**config.mk**
```make
export PLATFORM = sky130hd
export DESIGN_NAME = dbus_io_bank
export DESIGN_NICKNAME = d
export VERILOG_FILES = /design/src/rtl/dbus_io_bank.sv
export SDC_FILE = /design/constraint.sdc
export NUM_CORES = 1
export LEC_CHECK = 0
export CORE_UTILIZATION = 61
export CTS_BUF_LIST = sky130_fd_sc_hd__clkbuf_4 sky130_fd_sc_hd__clkbuf_8 sky130_fd_sc_hd__clkbuf_16
export DETAILED_ROUTE_END_ITERATION = 6
export HOLD_SLACK_MARGIN = 0.1
export PLACE_DENSITY = 0.85
export REMOVE_ABC_BUFFERS = 1
export SLEW_MARGIN = 20
export SYNTH_ARGS = -nofsm -noshare
export SYNTH_HDL_FRONTEND = slang
export SYNTH_SLANG_ARGS = --single-unit
```
**constraint.sdc**
```tcl
create_clock -name clk -period 9.95 [get_ports clk]
set_input_delay 1.99 -clock clk [delete_from_list [all_inputs] [get_ports clk]]
set_output_delay 1.99 -clock clk [all_outputs]
set_load 0.05 [all_outputs]
```
**src/rtl/dbus_io_bank.sv**
```systemverilog
// rtl/dbus_io_bank.sv - memory-mapped IO register bank for the dBus IO window
// Purpose: byte-enable register bank with UART TX/RX FIFOs, PWM duty registers,
//   synchronised GPIO inputs with change detection and a maskable level irq.
// Ports: clk/resetn (sync active-low); cmd_* dBus command (always accepted);
//   rsp_* registered read response; uart_tx_*/uart_rx_* uart_lite side;
//   gpio_in (async) / gpio_out; pwm_duty flat duty vector; irq.
module dbus_io_bank #(
  parameter int WL          = 32,
  parameter int NUM_PWM     = 4,
  parameter int PWM_WL      = 20,
  parameter int FIFO_DEPTH  = 16,
  parameter int GPIO_IN_WL  = 8,
  parameter int GPIO_OUT_WL = 4
) (
  input  logic                      clk,
  input  logic                      resetn,
  input  logic                      cmd_valid,
  input  logic                      cmd_wr,
  input  logic [6:0]                cmd_addr,
  input  logic [1:0]                cmd_size,
  input  logic [WL-1:0]             cmd_data,
  output logic                      rsp_valid,
  output logic [WL-1:0]             rsp_data,
  output logic                      rsp_error,
  input  logic                      uart_tx_rdy,
  output logic                      uart_tx_vld,
  output logic [7:0]                uart_tx_data,
  input  logic                      uart_rx_valid,
  input  logic [7:0]                uart_rx_data,
  input  logic [GPIO_IN_WL-1:0]     gpio_in,
  output logic [GPIO_OUT_WL-1:0]    gpio_out,
  output logic [NUM_PWM*PWM_WL-1:0] pwm_duty,
  output logic                      irq
);

  localparam int AW = $clog2(FIFO_DEPTH);
  localparam int CW = AW + 1;
  localparam logic [CW-1:0] FULL_CNT = CW'(FIFO_DEPTH);
  localparam logic [31:0]   ID_VALUE = 32'h10B0_0001;

  typedef enum logic [1:0] {S_IDLE, S_STROBE, S_HOLD} tx_state_t;

  logic [4:0]             w_idx;
  logic                   w_wr, w_rd;
  logic [3:0]             w_be;
  logic [WL-1:0]          w_wmask;
  logic [WL-1:0]          w_rd_data;
  logic                   w_rd_err;
  logic [23:0]            w_status;
  logic [4:0]             w_irq_stat;
  logic [2:0]             w_w1c;
  logic                   w_unused_bits;

  logic [GPIO_OUT_WL-1:0] r_gpio_out;
  logic [4:0]             r_irq_en;
  logic [PWM_WL-1:0]      r_pwm [NUM_PWM];
  logic                   r_rx_ovf, r_tx_ovf, r_gpio_chg, r_irq;
  logic [GPIO_IN_WL-1:0]  r_gpio_s1, r_gpio_s2, r_gpio_d;

  logic [7:0]             r_rx_mem [FIFO_DEPTH];
  logic [7:0]             r_tx_mem [FIFO_DEPTH];
  logic [AW-1:0]          r_rx_wr, r_rx_rd, r_tx_wr, r_tx_rd;
  logic [CW-1:0]          r_rx_count, r_tx_count;
  logic                   w_rx_nonempty, w_rx_full, w_tx_empty, w_tx_full;
  logic                   w_rx_push, w_rx_pop, w_rx_ovf_set;
  logic                   w_tx_req, w_tx_push, w_tx_pop, w_tx_ovf_set;
  logic [7:0]             r_tx_byte;
  tx_state_t              r_tx_state, w_tx_state_nxt;

  assign w_idx = cmd_addr[6:2];
  assign w_wr  = cmd_valid & cmd_wr;
  assign w_rd  = cmd_valid & ~cmd_wr;

  always_comb begin
    case (cmd_size)
      2'd0:    w_be = 4'b0001 << cmd_addr[1:0];
      2'd1:    w_be = 4'b0011 << cmd_addr[1:0];
      default: w_be = 4'b1111;
    endcase
  end

  for (genvar g = 0; g < WL; g++) begin : g_wmask
    assign w_wmask[g] = w_be[g/8];
  end

  // Registers narrower than the bus only consume their low slices.
  assign w_unused_bits = ^{cmd_data, w_wmask};

  assign w_rx_nonempty = (r_rx_count != '0);
  assign w_rx_full     = (r_rx_count == FULL_CNT);
  assign w_tx_empty    = (r_tx_count == '0);
  assign w_tx_full     = (r_tx_count == FULL_CNT);

  // A simultaneous pop frees the slot, so a push into a full FIFO still lands.
  assign w_rx_pop     = w_rd && (w_idx == 5'd3) && w_rx_nonempty;
  assign w_rx_push    = uart_rx_valid && (!w_rx_full || w_rx_pop);
  assign w_rx_ovf_set = uart_rx_valid && w_rx_full && !w_rx_pop;
  assign w_tx_req     = w_wr && (w_idx == 5'd2) && w_be[0];
  assign w_tx_push    = w_tx_req && (!w_tx_full || w_tx_pop);
  assign w_tx_ovf_set = w_tx_req && w_tx_full && !w_tx_pop;

  assign w_status   = {8'(r_rx_count), 8'(r_tx_count), 4'b0000,
                       w_rx_full, ~w_rx_nonempty, w_tx_full, w_tx_empty};
  assign w_irq_stat = {r_gpio_chg, r_tx_ovf, r_rx_ovf, w_tx_empty, w_rx_nonempty};
  assign w_w1c      = (w_wr && (w_idx == 5'd7)) ? (cmd_data[4:2] & w_wmask[4:2]) : 3'b000;

  always_comb begin
    w_rd_data = '0;
    w_rd_err  = 1'b0;
    case (w_idx)
      5'd0: w_rd_data = WL'(ID_VALUE);
      5'd1: w_rd_data = WL'(w_status);
      5'd2: w_rd_data = '0;
      5'd3: begin
        if (w_rx_nonempty) begin
          w_rd_data         = WL'(r_rx_mem[r_rx_rd]);
          w_rd_data[WL-1]   = 1'b1;
        end
      end
      5'd4: w_rd_data = WL'(r_gpio_out);
      5'd5: w_rd_data = WL'(r_gpio_s2);
      5'd6: w_rd_data = WL'(r_irq_en);
      5'd7: w_rd_data = WL'(w_irq_stat);
      default: begin
        w_rd_err = 1'b1;
        for (int k = 0; k < NUM_PWM; k++) begin
          if (w_idx == 5'(8 + k)) begin
            w_rd_data = WL'(r_pwm[k]);
            w_rd_err  = 1'b0;
          end
        end
      end
    endcase
  end

  always_ff @(posedge clk) begin
    if (!resetn) begin
      rsp_valid  <= 1'b0;
      rsp_data   <= '0;
      rsp_error  <= 1'b0;
      r_gpio_out <= '0;
      r_irq_en   <= '0;
      for (int k = 0; k < NUM_PWM; k++) r_pwm[k] <= '0;
      r_rx_ovf   <= 1'b0;
      r_tx_ovf   <= 1'b0;
      r_gpio_chg <= 1'b0;
      r_irq      <= 1'b0;
      r_gpio_s1  <= '0;
      r_gpio_s2  <= '0;
      r_gpio_d   <= '0;
      r_rx_wr    <= '0;
      r_rx_rd    <= '0;
      r_rx_count <= '0;
      r_tx_wr    <= '0;
      r_tx_rd    <= '0;
      r_tx_count <= '0;
      r_tx_byte  <= '0;
    end else begin
      rsp_valid <= w_rd;
      rsp_data  <= w_rd ? w_rd_data : '0;
      rsp_error <= w_rd & w_rd_err;

      r_gpio_s1 <= gpio_in;
      r_gpio_s2 <= r_gpio_s1;
      r_gpio_d  <= r_gpio_s2;

      if (w_wr && (w_idx == 5'd4))
        r_gpio_out <= (r_gpio_out & ~w_wmask[GPIO_OUT_WL-1:0]) |
                      (cmd_data[GPIO_OUT_WL-1:0] & w_wmask[GPIO_OUT_WL-1:0]);
      if (w_wr && (w_idx == 5'd6))
        r_irq_en <= (r_irq_en & ~w_wmask[4:0]) | (cmd_data[4:0] & w_wmask[4:0]);
      for (int k = 0; k < NUM_PWM; k++) begin
        if (w_wr && (w_idx == 5'(8 + k)))
          r_pwm[k] <= (r_pwm[k] & ~w_wmask[PWM_WL-1:0]) |
                      (cmd_data[PWM_WL-1:0] & w_wmask[PWM_WL-1:0]);
      end

      // Set terms are OR-ed after the clear so a same-cycle event survives.
      r_rx_ovf   <= (r_rx_ovf & ~w_w1c[0]) | w_rx_ovf_set;
      r_tx_ovf   <= (r_tx_ovf & ~w_w1c[1]) | w_tx_ovf_set;
      r_gpio_chg <= (r_gpio_chg & ~w_w1c[2]) | (r_gpio_s2 != r_gpio_d);
      r_irq      <= |(w_irq_stat & r_irq_en);

      if (w_rx_push) r_rx_wr <= r_rx_wr + AW'(1);
      if (w_rx_pop)  r_rx_rd <= r_rx_rd + AW'(1);
      case ({w_rx_push, w_rx_pop})
        2'b10:   r_rx_count <= r_rx_count + CW'(1);
        2'b01:   r_rx_count <= r_rx_count - CW'(1);
        default: r_rx_count <= r_rx_count;
      endcase

      if (w_tx_push) r_tx_wr <= r_tx_wr + AW'(1);
      if (w_tx_pop) begin
        r_tx_rd   <= r_tx_rd + AW'(1);
        r_tx_byte <= r_tx_mem[r_tx_rd];
      end
      case ({w_tx_push, w_tx_pop})
        2'b10:   r_tx_count <= r_tx_count + CW'(1);
        2'b01:   r_tx_count <= r_tx_count - CW'(1);
        default: r_tx_count <= r_tx_count;
      endcase
    end
  end

  // Storage needs no reset: the pointers and counts define what is valid.
  always_ff @(posedge clk) begin
    if (w_rx_push) r_rx_mem[r_rx_wr] <= uart_rx_data;
    if (w_tx_push) r_tx_mem[r_tx_wr] <= cmd_data[7:0];
  end

  always_ff @(posedge clk) begin
    if (!resetn) r_tx_state <= S_IDLE;
    else         r_tx_state <= w_tx_state_nxt;
  end

  // HOLD gives uart_lite a cycle to drop uart_tx_rdy before the next strobe.
  always_comb begin
    w_tx_state_nxt = r_tx_state;
    w_tx_pop       = 1'b0;
    case (r_tx_state)
      S_IDLE: begin
        if (!w_tx_empty && uart_tx_rdy) begin
          w_tx_pop       = 1'b1;
          w_tx_state_nxt = S_STROBE;
        end
      end
      S_STROBE: w_tx_state_nxt = S_HOLD;
      S_HOLD:   w_tx_state_nxt = S_IDLE;
      default:  w_tx_state_nxt = S_IDLE;
    endcase
  end

  assign uart_tx_vld  = (r_tx_state == S_STROBE);
  assign uart_tx_data = r_tx_byte;
  assign gpio_out     = r_gpio_out;
  assign irq          = r_irq;

  for (genvar k = 0; k < NUM_PWM; k++) begin : g_pwm
    assign pwm_duty[k*PWM_WL +: PWM_WL] = r_pwm[k];
  end

endmodule

```
; ---- Word-level counts from Yosys, hierarchy flattened
; Memory sizes are Yosys's and may differ from the RTL's. A register that Yosys moved wholly into a read port is not among the register bits.
; Cells that the tools add are included.
[totals]
ff_bits = 99
mem_bits_rw = 336
input_bits = 63
output_inout_bits = 128
elab_cells = 169
memories = 3
[classes]
addsub = 8
n_eq_ne = 21
n_shift = 2
muxes = 42
bitwise_logic = 38
reduce_logical = 36
[memory_table]
columns = memory, depth, width, read_ports, rd_clocked_by_memory_dff, wr, line
row1 = r_rx_mem, 16, 8, 1, 1, 1, 60  ; logic [7:0] r_rx_mem [FIFO_DEPTH];
row2 = r_tx_mem, 16, 8, 1, 1, 1, 61  ; logic [7:0] r_tx_mem [FIFO_DEPTH];
row3 = r_pwm, 4, 20, 4, 0, 4, 56  ; logic [PWM_WL-1:0] r_pwm [NUM_PWM];
[op_table]
columns = cell, n
row1 = 32-bit case mux with 8 select lines, 1
row2 = 32-bit 2-to-1 mux, 4
row3 = 20-bit bitwise AND, 5
row4 = 20-bit 2-to-1 mux, 5
row5 = 20-bit OR, 4
row6 = 1-bit 2-to-1 mux, 24
row7 = 5-bit by 3-bit == test with 1-bit output (second input constant), 4
row8 = 5-bit by 4-bit == test with 1-bit output (second input constant), 4
row9 = 20-bit inverter, 1
row10 = 5-bit case mux with 2 select lines, 2
row11 = 1-bit logical AND, 18
row12 = 4-bit by 1-bit adder with 4-bit output (second input constant), 4
row13 = 5-bit bitwise AND, 3
row14 = 5-bit by 1-bit adder with 5-bit output (second input constant), 2
row15 = 5-bit by 2-bit == test with 1-bit output (second input constant), 2
row16 = 5-bit == test (second input constant), 2
row17 = 5-bit logical NOT, 2
row18 = 5-bit by 1-bit subtractor with 5-bit output (second input constant), 2
row19 = 4-bit bitwise AND, 2
row20 = 2-bit by 1-bit == test with 1-bit output (second input constant), 4
row21 = 4-bit 2-to-1 mux, 2
row22 = 8-bit != test, 1
row23 = 8-bit OR reduction, 1
row24 = 1-bit OR, 7
row25 = 23 further kinds, 41

; ---- Logic depth before layout (Yosys ltp)
[logic_depth]
word_depth = 9
mapped_depth = 11
depth_no_buf = 9

; ---- Worst setup path before layout
; No wires, ideal clock.
[synth_timing]
path_type = input-to-reg
startpoint = input port cmd_addr[3]
endpoint = memory r_pwm[0][0] (enable)
setup_ns = 0.428
arrival_time_ns = 4.381
setup_slack_ns = 5.141
stages = 5
n_path_buf = 4
path_cell_list = buf_2 > clkbuf_1 > clkbuf_1 > buf_1 > o31ai_1
[synth_rtl]
columns = item, line
row1 = start: declaration, 19  ; input logic [6:0] cmd_addr,
row2 = end: declaration, 56

; ---- Worst setup path after layout
[layout_timing]
startpoint = input port cmd_addr[4]
endpoint = memory r_rx_mem[12][6] (enable)
[layout_via]
elab_chain_len = 7
[layout_lines]
columns = item, line
row1 = 5-bit by 2-bit == test with 1-bit output, 95  ; assign w_rx_pop = w_rd && (w_idx == 5'd3) && w_rx_nonempty;
row2 = 1-bit logical AND (2 in series), 95
row3 = 1-bit logical OR, 96  ; assign w_rx_push = uart_rx_valid && (!w_rx_full || w_rx_pop);
row4 = 1-bit logical AND, 96
row5 = 1-bit 2-to-1 mux, 207  ; if (w_rx_push) r_rx_mem[r_rx_wr] <= uart_rx_data;
row6 = 1-bit 2-to-1 mux (implied by the code), 207
row7 = end: declaration, 60
; Every way passes these cells.

==> key figures <==
Synthesis
  • Seq/Total Area, Yosys: 0.668
  • Synthesized flop and latch total: 438
  • Synth area leaders: edfxtp_1 56%, dfxtp_1 11%, mux4_2 7.7%, a21oi_1 2.6%, mux4_1 2.3%
  • Post-synthesis area per instance: 14.7 um^2
  • Area leader, netlist: edfxtp_1
  • Unique masters post-synth: 69
  • Number of enable flip-flop cells after synthesis: roughly 340
  • Synth warn: 0
  • Asr flop ratio synth: 0
  • Area share of the largest cell type after synthesis: 0.556
  • Synthesized cell area: between 15000 and 20000 um^2
  • Predominant post-synthesis flop cell: edfxtp_1
  • Post-Syn Instances: 1234

Worst setup path
  • Worst-path cell chain: clkdlybuf4s50_1 > or3_1 > o211ai_1 > and2_1 > nand2_1 > nor2_1
  • Worst Path Class, Setup: primary input to register
  • Crit-path max cell delay: about 0.8 ns
  • Crit. End Element: register
  • Slowest library cell on the worst path: nor2_1
  • Startpoint types: primary input
  • R2r worst-path depth: 8
  • Req. time, crit path: roughly 10 ns
  • CP Data Arrival Time: 5.06 ns
  • Crit path max fanout: 9

Run
  • Maximum Capacitance Violations: 0

GRT
  • Initial antenna violation count: 0
  • Number of global-route vias before repair: 11600
  • First-pass GRT wire length: 68100 um
  • GRT Util Overall: 0.297
  • Total gr overflow: 0
  • Largest net degree at the start of global routing: 55

Floorplanning
  • Die Wd: roughly 170 um
  • IO Pins: 191
  • Initial Util: 0.626
  • Core box area: a little under 30000 um^2
  • DIE AREA: between 30000 and 40000 um^2
  • Die height: between 150 and 200 um
  • Row Count: 62

STA
  • Worst hold slack: between 0.4 and 0.5 ns
  • Hold Fails Final Rpt: 0
  • Final Critical Period: slightly below 5 ns
  • Fmax: 0.204 GHz
  • # setup viols final: 0
  • Setup TNS Final: 0 ns
  • RSZ-0062 raised after global routing: no
  • Skew final: 0.0207 ns
  • Max Slew Vio Count: 0
  • Fin crit share: 0.493
  • Relative max-transition margin: 0.298
  • Least-Margin Pin Slew: ~1.0 ns

Placement
  • RePlAce Congestion: ~0.85
  • Placed cell areas: 20100 um^2
  • Hpwl dp: 28500 um
  • PortBufs: around 170

Layout
  • Area growth syn-to-layout: 19.5%
  • Final instance area: 21700 um^2
  • Nets: 1468
  • Fill cells: 1655
  • Share of layout cells above drive strength 1: 0.149

Clock network
  • Setup Fix Bufs, Post-CTS: 0
  • Clock Sinks: approximately 440
  • Clock transition at path regs: 0.07 ns
  • Clock root cell: clkbuf_16
  • H-tree depth: 2
  • Cts bufs inserted: 44
  • CTS Buffer Depth: 3
  • CTS tree: built
  • CTS hold repair buffers: 0
  • Clock Latency Late Sink: 0.56 ns
  • # resized after CTS: 0

Routing
  • DRT Pass-1 Iters: 5
  • Routed wire length: 45300 um
  • Drt via density: 6.48
  • Remaining DRCs: 0
  • DR iter-0 viols: 1445
  • Routed Antenna Nets: 0
  • Vias: 11800
  • Drt wl/cell: 25.0 um

Power and ir drop
  • P per Cell Area: 184 nW/um^2
  • Pleak: 7.20 nW
  • Max IR drop VDD: 0.160 mV

Min path
  • Hold Path Stages: 1
  • HP Class: register to register

Status
  • Status: finished clean
==> metal layers <==
metal,share of wire,routed length [um],track usage,vias up
li1,-,-,-,5028
met1,0.37,16600,0.382,5861
met2,0.51,23000,0.506,717
met3,0.078,3520,0.0429,145
met4,0.047,2110,0.132,0
met5,0,0,0,-
==> worst max-delay path, delay by kind of cell <==
family	cells	cell delay [ns]
AND/OR/NAND/NOR	4	1.88
AO/OA/AOI/OAI	1	0.61
buffers and inverters	1	0.57
==> area by class of cell <==
type	count	area (um^2)	area share
repair buffers	190	1850	0.0851
clock inverters	26	269	0.0124
well taps	384	480	0.0221
inverters	10	37.5	0.00173
multi-input cells	708	5650	0.260
flip-flops and latches	438	12100	0.559
diodes	2	5.00	0.000231
clock buffers	55	1280	0.0589
==> final timing paths <==
kind              slack (ns)           from              end
setup / recovery        5.05    cmd_addr[4]  r_rx_mem[12][6]
hold / removal          0.43   r_gpio_s1[3]     r_gpio_s2[3]
setup reg to reg        6.89  r_tx_count[1]    r_tx_count[2]
hold reg to reg         0.43   r_gpio_s1[3]     r_gpio_s2[3]
==> cell usage in the layout, fill, tap and decap left out, types with 14 or more instances in the layout <==
master / count
and2_1: 31
xnor2_1: 15
nor2_1: 102
mux4_2: 62
dfxtp_1: 99
clkbuf_16: 48
clkdlybuf4s50_1: 168
edfxtp_1: 336
o22ai_1: 14
mux4_1: 16
o21ai_0: 26
mux2_2: 26
a21oi_1: 95
mux2i_1: 16
buf_4: 18
nor3_1: 15
nand3_1: 22
nand2_1: 100
==> registers in the layout (all words and copies together), names as in the netlist, 8 cells and up, named ones only <==
register      count
r_gpio_d          8
r_tx_mem        128
uart_tx_data      8
rsp_data         23
r_rx_mem        128
r_gpio_s1         8
r_gpio_s2         8
r_pwm            80
==> report_power, final <==
group	switching, mW	leakage (nW)	internal [mW]
Combinational	0.162	2.49	0.0844
Sequential	0.0207	3.96	1.99
Clock	0.706	0.747	1.02
Total	0.888	7.20	3.10
==> kinds of logic after synthesis <==
| logic type | after synthesis | synth area share |
|---|---|---|
| xor gates and xnor gates | 24 | 0.0116 |
| and+or+nand+nor | 340 | 0.0901 |
| other | 1 | 0.000207 |
| buffers and inverters | 94 | 0.0252 |
| AOI/OAI and AO/OA | 204 | 0.0709 |
| adders and majority gates | 13 | 0.00896 |
| muxes | 120 | 0.125 |
| DFF | 438 | 0.668 |
==> synthesized netlist by cell type (9+ instances only) <==
cell	count
a21oi_1	95
nor2_1	103
mux2_2	26
nand2b_1	13
buf_4	12
mux4_1	16
dfxtp_1	102
clkbuf_1	46
xor2_1	9
edfxtp_1	336
buf_2	10
nor2b_1	13
mux2i_1	16
inv_1	9
nor3_1	19
mux4_2	62
and2_1	31
o22ai_1	14
buf_1	12
ha_1	13
nand2_1	100
o21ai_0	28
xnor2_1	15
nand3_1	22
a22o_1	13
==> metrics by stage <==
step,util,power [mW],setup WS [ns],std cells
2_1_floorplan,-,2.18,5.33,1156
3_3_place_gp,0.693,2.28,4.61,1729
3_5_place_dp,0.694,2.29,4.61,1729
4_1_cts,0.747,4.00,5.10,1810
5_1_grt,0.748,4.08,4.96,1811
6_report,0.748,3.99,5.05,1813
Power figures use the tool's default switching activity.
